<file path="src/rtl/timer_capture.sv">
// timer_capture: free-running timebase with synchronized edge capture into a timestamp FIFO.
// Optional glitch filter on the synchronized input is enabled by defining TIMER_CAPTURE_FILTER_EN.
module timer_capture #(
  parameter int CNT_W = 32,
  parameter int DEPTH = 4
) (
  input  logic                   clk,
  input  logic                   rst,
  input  logic                   i_cap_en,
  input  logic [1:0]             i_cap_edge_sel,
  input  logic                   i_cap_clr_on_cap,
  input  logic                   i_cap_sig,
  input  logic                   i_cap_ready,
  input  logic                   i_ovr_clr,
  output logic [CNT_W-1:0]       o_cap_value,
  output logic                   o_cap_valid,
  output logic [$clog2(DEPTH):0] o_cap_level,
  output logic                   o_cap_overrun,
  output logic [CNT_W-1:0]       o_cnt_value
);

  localparam int AW    = $clog2(DEPTH);
  localparam int LVL_W = AW + 1;

  localparam logic [1:0] SEL_RISE = 2'b00;
  localparam logic [1:0] SEL_FALL = 2'b01;
  localparam logic [1:0] SEL_BOTH = 2'b10;

  logic             sync1_q, sync2_q, hist_q;
  logic             sig_lvl;
  logic             rise, fall, edge_hit;
  logic [2:0]       arm_q, arm_d;
  logic             armed;
  logic             cap_evt_q, cap_evt_d;

  logic             push, pop, push_ok, full;
  logic [CNT_W-1:0] cnt_q, cnt_d;
  logic [CNT_W-1:0] mem_q [DEPTH];
  logic [AW-1:0]    wr_ptr_q, wr_ptr_d;
  logic [AW-1:0]    rd_ptr_q, rd_ptr_d;
  logic [LVL_W-1:0] level_q, level_d;
  logic             ovr_q, ovr_d;

`ifdef TIMER_CAPTURE_FILTER_EN
  // Level follows the synchronized input only once three consecutive samples agree.
  localparam logic [2:0] ARM_CYC = 3'd5;

  logic samp_a_q, samp_b_q;

  always_comb begin
    sig_lvl = hist_q;
    if ((sync2_q == samp_a_q) && (samp_a_q == samp_b_q)) begin
      sig_lvl = sync2_q;
    end
  end

  always_ff @(posedge clk) begin
    if (rst) begin
      samp_a_q <= 1'b0;
      samp_b_q <= 1'b0;
    end else begin
      samp_a_q <= sync2_q;
      samp_b_q <= samp_a_q;
    end
  end
`else
  localparam logic [2:0] ARM_CYC = 3'd3;

  assign sig_lvl = sync2_q;
`endif

  // Edges are masked until the input path has refilled after reset, so a level
  // held through reset is not mistaken for a fresh transition.
  always_comb begin
    rise     = sig_lvl & ~hist_q;
    fall     = ~sig_lvl & hist_q;
    edge_hit = 1'b0;
    case (i_cap_edge_sel)
      SEL_RISE: edge_hit = rise;
      SEL_FALL: edge_hit = fall;
      SEL_BOTH: edge_hit = rise | fall;
      default:  edge_hit = 1'b0;
    endcase
    armed     = (arm_q == ARM_CYC);
    arm_d     = armed ? arm_q : arm_q + 3'd1;
    cap_evt_d = edge_hit & armed;
  end

  always_ff @(posedge clk) begin
    if (rst) begin
      sync1_q   <= 1'b0;
      sync2_q   <= 1'b0;
      hist_q    <= 1'b0;
      arm_q     <= 3'd0;
      cap_evt_q <= 1'b0;
    end else begin
      sync1_q   <= i_cap_sig;
      sync2_q   <= sync1_q;
      hist_q    <= sig_lvl;
      arm_q     <= arm_d;
      cap_evt_q <= cap_evt_d;
    end
  end

  // A capture into a full FIFO is accepted only when the head leaves on the same edge.
  always_comb begin
    full     = (level_q == LVL_W'(DEPTH));
    push     = cap_evt_q & i_cap_en;
    pop      = (level_q != '0) & i_cap_ready;
    push_ok  = push & (~full | pop);

    wr_ptr_d = push_ok ? wr_ptr_q + 1'b1 : wr_ptr_q;
    rd_ptr_d = pop ? rd_ptr_q + 1'b1 : rd_ptr_q;

    level_d  = level_q;
    if (push_ok && !pop) begin
      level_d = level_q + 1'b1;
    end else if (pop && !push_ok) begin
      level_d = level_q - 1'b1;
    end

    ovr_d = ovr_q;
    if (i_ovr_clr) begin
      ovr_d = 1'b0;
    end
    if (push && !push_ok) begin
      ovr_d = 1'b1;
    end

    if (!i_cap_en) begin
      cnt_d = '0;
    end else if (push && i_cap_clr_on_cap) begin
      cnt_d = CNT_W'(1);
    end else begin
      cnt_d = cnt_q + 1'b1;
    end
  end

  always_ff @(posedge clk) begin
    if (rst) begin
      cnt_q    <= '0;
      wr_ptr_q <= '0;
      rd_ptr_q <= '0;
      level_q  <= '0;
      ovr_q    <= 1'b0;
    end else begin
      cnt_q    <= cnt_d;
      wr_ptr_q <= wr_ptr_d;
      rd_ptr_q <= rd_ptr_d;
      level_q  <= level_d;
      ovr_q    <= ovr_d;
    end
  end

  always_ff @(posedge clk) begin
    if (push_ok) begin
      mem_q[wr_ptr_q] <= cnt_q;
    end
  end

  assign o_cap_valid   = (level_q != '0);
  assign o_cap_value   = o_cap_valid ? mem_q[rd_ptr_q] : '0;
  assign o_cap_level   = level_q;
  assign o_cap_overrun = ovr_q;
  assign o_cnt_value   = cnt_q;

endmodule
</file>
<file path="config.mk">
export PLATFORM = sky130hd
export DESIGN_NAME = timer_capture
export DESIGN_NICKNAME = d
export VERILOG_FILES = /design/src/rtl/timer_capture.sv
export SDC_FILE = /design/constraint.sdc
export NUM_CORES = 1
export LEC_CHECK = 0
export CORE_ASPECT_RATIO = 1.5
export CORE_UTILIZATION = 60
export CTS_CLUSTER_DIAMETER = 100
export DETAILED_ROUTE_END_ITERATION = 8
export PLACE_DENSITY = 0.94
export REMOVE_ABC_BUFFERS = 1
export SYNTH_ARGS = -nofsm -noshare
export SYNTH_HDL_FRONTEND = slang
export SYNTH_SLANG_ARGS = --single-unit
</file>
<file path="constraint.sdc">
create_clock -name clk -period 5.3 [get_ports clk]
set_input_delay 1.06 -clock clk [delete_from_list [all_inputs] [get_ports clk]]
set_output_delay 1.06 -clock clk [all_outputs]
set_load 0.03 [all_outputs]
</file>
Word-level counts from Yosys, hierarchy flattened

Memories as Yosys holds them, arrays and structs flattened. A register that Yosys moved wholly into a read port is not among the register bits.
Cells that the tools add are included.

Logic and storage cells: 57
Register bits after elaboration: 47
Bits in read-only memories: 0
Output and inout port bits: 69
Bits in writable memories: 128
Latch bits: 0
Memories: 1

Order comparisons: 0
Bitwise operators: 12
Equality and inequality tests: 4
Div/mod/pow operators: 0
Reductions and logical operators: 12
$add $sub $neg: 6
Mux-type cells: 11
$mul: 0
Shifts and indexed selects: 0

Memory list:

| memory | words | bits a word | rd ports | clocked after Yosys merged registers in | wr ports | RTL line | source |
|---|---|---|---|---|---|---|---|
| mem_q  | 4     | 32          | 1        | 1                                       | 1        | 38       | `logic [CNT_W-1:0] mem_q [DEPTH];` |

Operators with widths:

| operator                | count |
|---|---|
| $add A32 B1 Y32 const B | 1 |
| $mux W32                | 1 |
| $add A3 B1 Y3 const B   | 2 |
| $and A1 B1 Y1           | 6 |
| $mux W3                 | 2 |
| $mux W1                 | 5 |
| $add A2 B1 Y2 const B   | 2 |
| $logic_and A1 B1 Y1     | 4 |
| $mux W2                 | 2 |
| $not A1 Y1              | 4 |
| $reduce_bool A2 Y1      | 2 |
| $eq A3 B2 Y1 const B    | 1 |
| $eq A3 B3 Y1 const B    | 1 |
| $pmux W1 S3             | 1 |
| $reduce_bool A3 Y1      | 1 |
| $reduce_or A3 Y1        | 1 |
| $sub A3 B1 Y3 const B   | 1 |
| $eq A2 B1 Y1 const B    | 1 |
| $eq A2 B2 Y1 const B    | 1 |
| $logic_not A1 Y1        | 2 |
| $logic_not A2 Y1        | 1 |
| $or A1 B1 Y1            | 2 |
| $reduce_or A2 Y1        | 1 |

Depth between registers and ports, before layout

Depth in word-level cells: 8
Gate-level depth with buffers: 9

Worst setup path after synthesis

No wires, ideal clock.

Path kind: reg2out
Start point: reg level_q[0], in the netlist o_cap_level[0]
End point: out o_cap_value[22]
Arrival: 1730 ps
Data required time: 4240 ps
Setup slack: 2510 ps
Cell stages (with the launch flop): 5
Cells stage by stage: dfxtp_1 -> or3_1 -> clkbuf_1 -> clkbuf_1 -> and2_1

Cells in the longest elaborated chain, start to end: 2

RTL lines:

| item                   | RTL line | source |
|---|---|---|
| from (decl)            | 41       | `logic [LVL_W-1:0] level_q, level_d;` |
| from (signal assigned) | 150      | `level_q <= level_d;` |
| $reduce_bool A3 Y1     | 161      | `assign o_cap_valid = (level_q != '0);` |
| net o_cap_valid        | 16       | `output logic o_cap_valid,` |
| $mux W32               | 162      | `assign o_cap_value = o_cap_valid ? mem_q[rd_ptr_q] : '0;` |
| to (decl)              | 15       | `output logic [CNT_W-1:0] o_cap_value,` |

The timed path passes the listed nets, and every way through them passes these cells.

==> run_results.csv <==
group,metric,value,unit
run_status,status,"completed",
min_path,hp-class,"flip-flop to flip-flop",
logic_synthesis,synth.area.top_cells,"edfxtp_1 (54%), dfxtp_1 (14%), mux4_2 (10%)",
global_routing,grt_pass1_vias,4318,
sta,setup_viol,0,
min_path,hold_depth,1,
floorplan,die_w,90.7,um
floorplan,initial_core_util,61.7,%
power_and_ir_drop,powerDensity,461,nW/um^2
logic_synthesis,synthMuxAreaShare,10.6,%
final_layout,drive_above_1_share,13.6,%
global_routing,track_usage,26.5,%
setup_path,worstSetupStartpointType,"flip-flop",
clocking,clk_pin_slew,60,ps
sta,rsz0062_at_grt,"no",
clocking,cts_resized,0,
run,maxCapViolations,0,
logic_synthesis,synth_fa_ha_area_share,2.05,%
final_layout,area_delta_synth_final,22.0,%
final_layout,nNetsFinal,559,
global_routing,antenna_found_initial,0,
global_routing,grt_max_degree,36,
clocking,clkSinkCount,177,
floorplan,ios,78,
logic_synthesis,yosysTopAreaCellShare,54.3,%
logic_synthesis,synth-compound-area-share,3.52,%
logic_synthesis,yosysSeqAreaShare,68.2,%
floorplan,rows,48,
clocking,cts_setup_buffers,0,
clocking,holdBufCountCts,0,
clocking,clockBufferDepth,2,
setup_path,critical_path_class,"flip-flop to output pin",
logic_synthesis,synth-simple-area-share,11.6,%
sta,hold_slack,462,ps
routing,wl_per_cell,21.6,um
setup_path,end_kind,"output pin",
logic_synthesis,yosys_warnings,0,
power_and_ir_drop,irDropWorstVdd,0.000474,V
logic_synthesis,synth_top_family_by_area,"simple AND/OR/NAND/NOR gates",
placed_design,portBuffers,77,
clocking,numCtsBuffers,17,
setup_path,required,4240,ps
sta,period_share,75.7,%
routing,first_iter_violations,419,
floorplan,die_y,135,um
clocking,cts_root_buf,"clkbuf_16",
final_layout,fin_area,8630,sq um
routing,wl,15.2,mm
routing,num_vias,4303,
logic_synthesis,synth_cell_types,37,
routing,dr.pass1.iters,5,
final_layout,antenna_cells,0,
sta,fin_worst_skew,6.84,ps
sta,finalSetupTns,0,ps
sta,min_period,4010,ps
logic_synthesis,yosys.area.top_type,"edfxtp_1",
floorplan,core_area,11500,sq um
placed_design,dp_slack,1640,ps
setup_path,cp_max_fo,24,
placed_design,place_area,7990,sq um
clocking,htree_levels,4,
logic_synthesis,synth_area,7080,sq um
logic_synthesis,syn_avg_cell_area,15.4,sq um
sta,fmax,249,MHz
global_routing,grt_pass1_wl,23.7,mm
global_routing,grt_overflow_total,0,
setup_path,critPathArrivalTime,2950,ps
clocking,clk_latency,430,ps
sta,hold_viol_final,0,
placed_design,gp_congestion,0.771,
sta,timing.final.ws_setup,1290,ps
floorplan,dieArea,12200,sq um
power_and_ir_drop,p_leak,2.69,nW
sta,slew_viol_final,0,
final_layout,fill_cells,672,
setup_path,ff2ff_path_depth,8,
logic_synthesis,synth-seq-cells,177,
logic_synthesis,synth_xor_area_share,2.10,%
clocking,cts_tree,"done",
placed_design,hpwl,9.12,mm
routing,drc,0,
routing,detail_route.vias_per_cell,6.13,
routing,ant_nets,0,
sta,worst_pin_slew,1180,ps
logic_synthesis,synth_cells,458,
sta,relSlewSlack,21.3,%
## per-stage QoR
| stage | util [%] | instances | power, mW |
|---|---|---|---|
| floorplan | - | 437 | 2.20 |
| global placement | 69.6 | 670 | 2.63 |
| finish | 75.3 | 702 | 3.98 |
| global route | 75.3 | 702 | 4.10 |
| CTS | 75.3 | 702 | 3.99 |
| detailed placement | 69.6 | 670 | 2.66 |
## path summary, 6_finish.rpt
path,slack (ps),endpoint,start
max,1290,o_cap_value[29],flip-flop
min,460,sig_lvl$_SDFF_PP0_,sync1_q$_SDFF_PP0_
max reg2reg,2460,o_cap_level[2]$_SDFFE_PP0P_,o_cap_level[0]$_SDFFE_PP0P_
min reg2reg,460,sig_lvl$_SDFF_PP0_,sync1_q$_SDFF_PP0_
## sequential cells by signal, summed over array words and instances (netlist names), named ones only
name	count
mem_q	128
hist_q	1
o_cap_level	3
o_cap_overrun	1
sync1_q	1
cap_evt_q	1
o_cnt_value	32
wr_ptr_q	2
arm_q	3
rd_ptr_q	2
sig_lvl	1
## logic make-up (layout without fill, tap and decap cells)
kind of cell | count (synthesis) | in the layout
adder cells (fa/ha/maj) | 11 | 11
multiplexers | 35 | 35
flip-flops | 177 | 177
AO/OA/AOI/OAI | 46 | 46
AND/OR/NAND/NOR | 139 | 139
XOR/XNOR | 17 | 17
buffers and inverters | 33 | 127
## cells in the mapped netlist
cell	n
xor2_1	7
or2_2	1
buf_1	1
o211ai_1	1
a21oi_1	23
and4_1	4
mux2i_1	3
buf_6	1
nand2b_1	2
fa_1	1
dfxtp_1	49
and2_1	37
nand2_1	13
nand4_4	2
or3_2	1
nand4_1	8
nor4b_1	1
ha_1	10
nand3_1	10
and3b_1	1
nor3_1	3
nor4_1	3
nand3_2	1
edfxtp_1	128
or4_1	9
nor2b_1	2
o31ai_1	5
nor2_1	25
buf_2	4
a32oi_1	1
xnor2_1	10
o21ai_0	16
inv_1	12
or3_1	15
nand3b_1	1
clkbuf_1	15
mux4_2	32
## placed cells by master (no fill, tap or decap), drive strengths merged, types with 6 or more instances in the layout
| master | synthesis | final |
|---|---|---|
| edfxtp | 128 | 128 |
| clkdlybuf4s50 | 0 | 77 |
| dfxtp | 49 | 49 |
| and2 | 37 | 37 |
| mux4 | 32 | 32 |
| nor2 | 25 | 25 |
| a21oi | 23 | 23 |
| clkbuf | 15 | 20 |
| o21ai | 16 | 16 |
| or3 | 16 | 16 |
| inv | 12 | 15 |
| nand2 | 13 | 13 |
| nand3 | 11 | 11 |
| xnor2 | 10 | 10 |
| ha | 10 | 10 |
| nand4 | 10 | 10 |
| or4 | 9 | 9 |
| xor2 | 7 | 7 |
| buf | 6 | 6 |
## area by class of cell
class / instances / area (sq um) / share of cell area (%)
multi-input cells: 248 / 2110 / 24.5
well taps: 150 / 188 / 2.17
inverters: 12 / 45.0 / 0.522
clock buffers: 20 / 467 / 5.41
repair buffers: 83 / 816 / 9.45
clock inverters: 12 / 178 / 2.06
flip-flops and latches: 177 / 4830 / 55.9
## per-layer routing
metal,routed length [um],vias up,global-route usage [%]
li1,-,1909,-
met1,5630,2152,31.6
met2,8280,213,46.3
met3,918,29,6.31
met4,346,0,10.6
met5,0,-,0
## worst max-delay path, cell delays in order (launching register included)
cell	delay, ps
dfxtp_2	890
buf_4	350
mux4_2	520
and2_1	160
clkdlybuf4s50_1	580
## where the power goes
group	leakage, nW	total, mW	internal, mW	switching [mW]
Sequential	1.48	1.53	1.49	0.0445
Combinational	0.889	1.09	0.470	0.619
Clock	0.319	1.36	0.830	0.533
Total	2.69	3.98	2.79	1.20
Note: power is estimated with default switching activity, not from simulation.
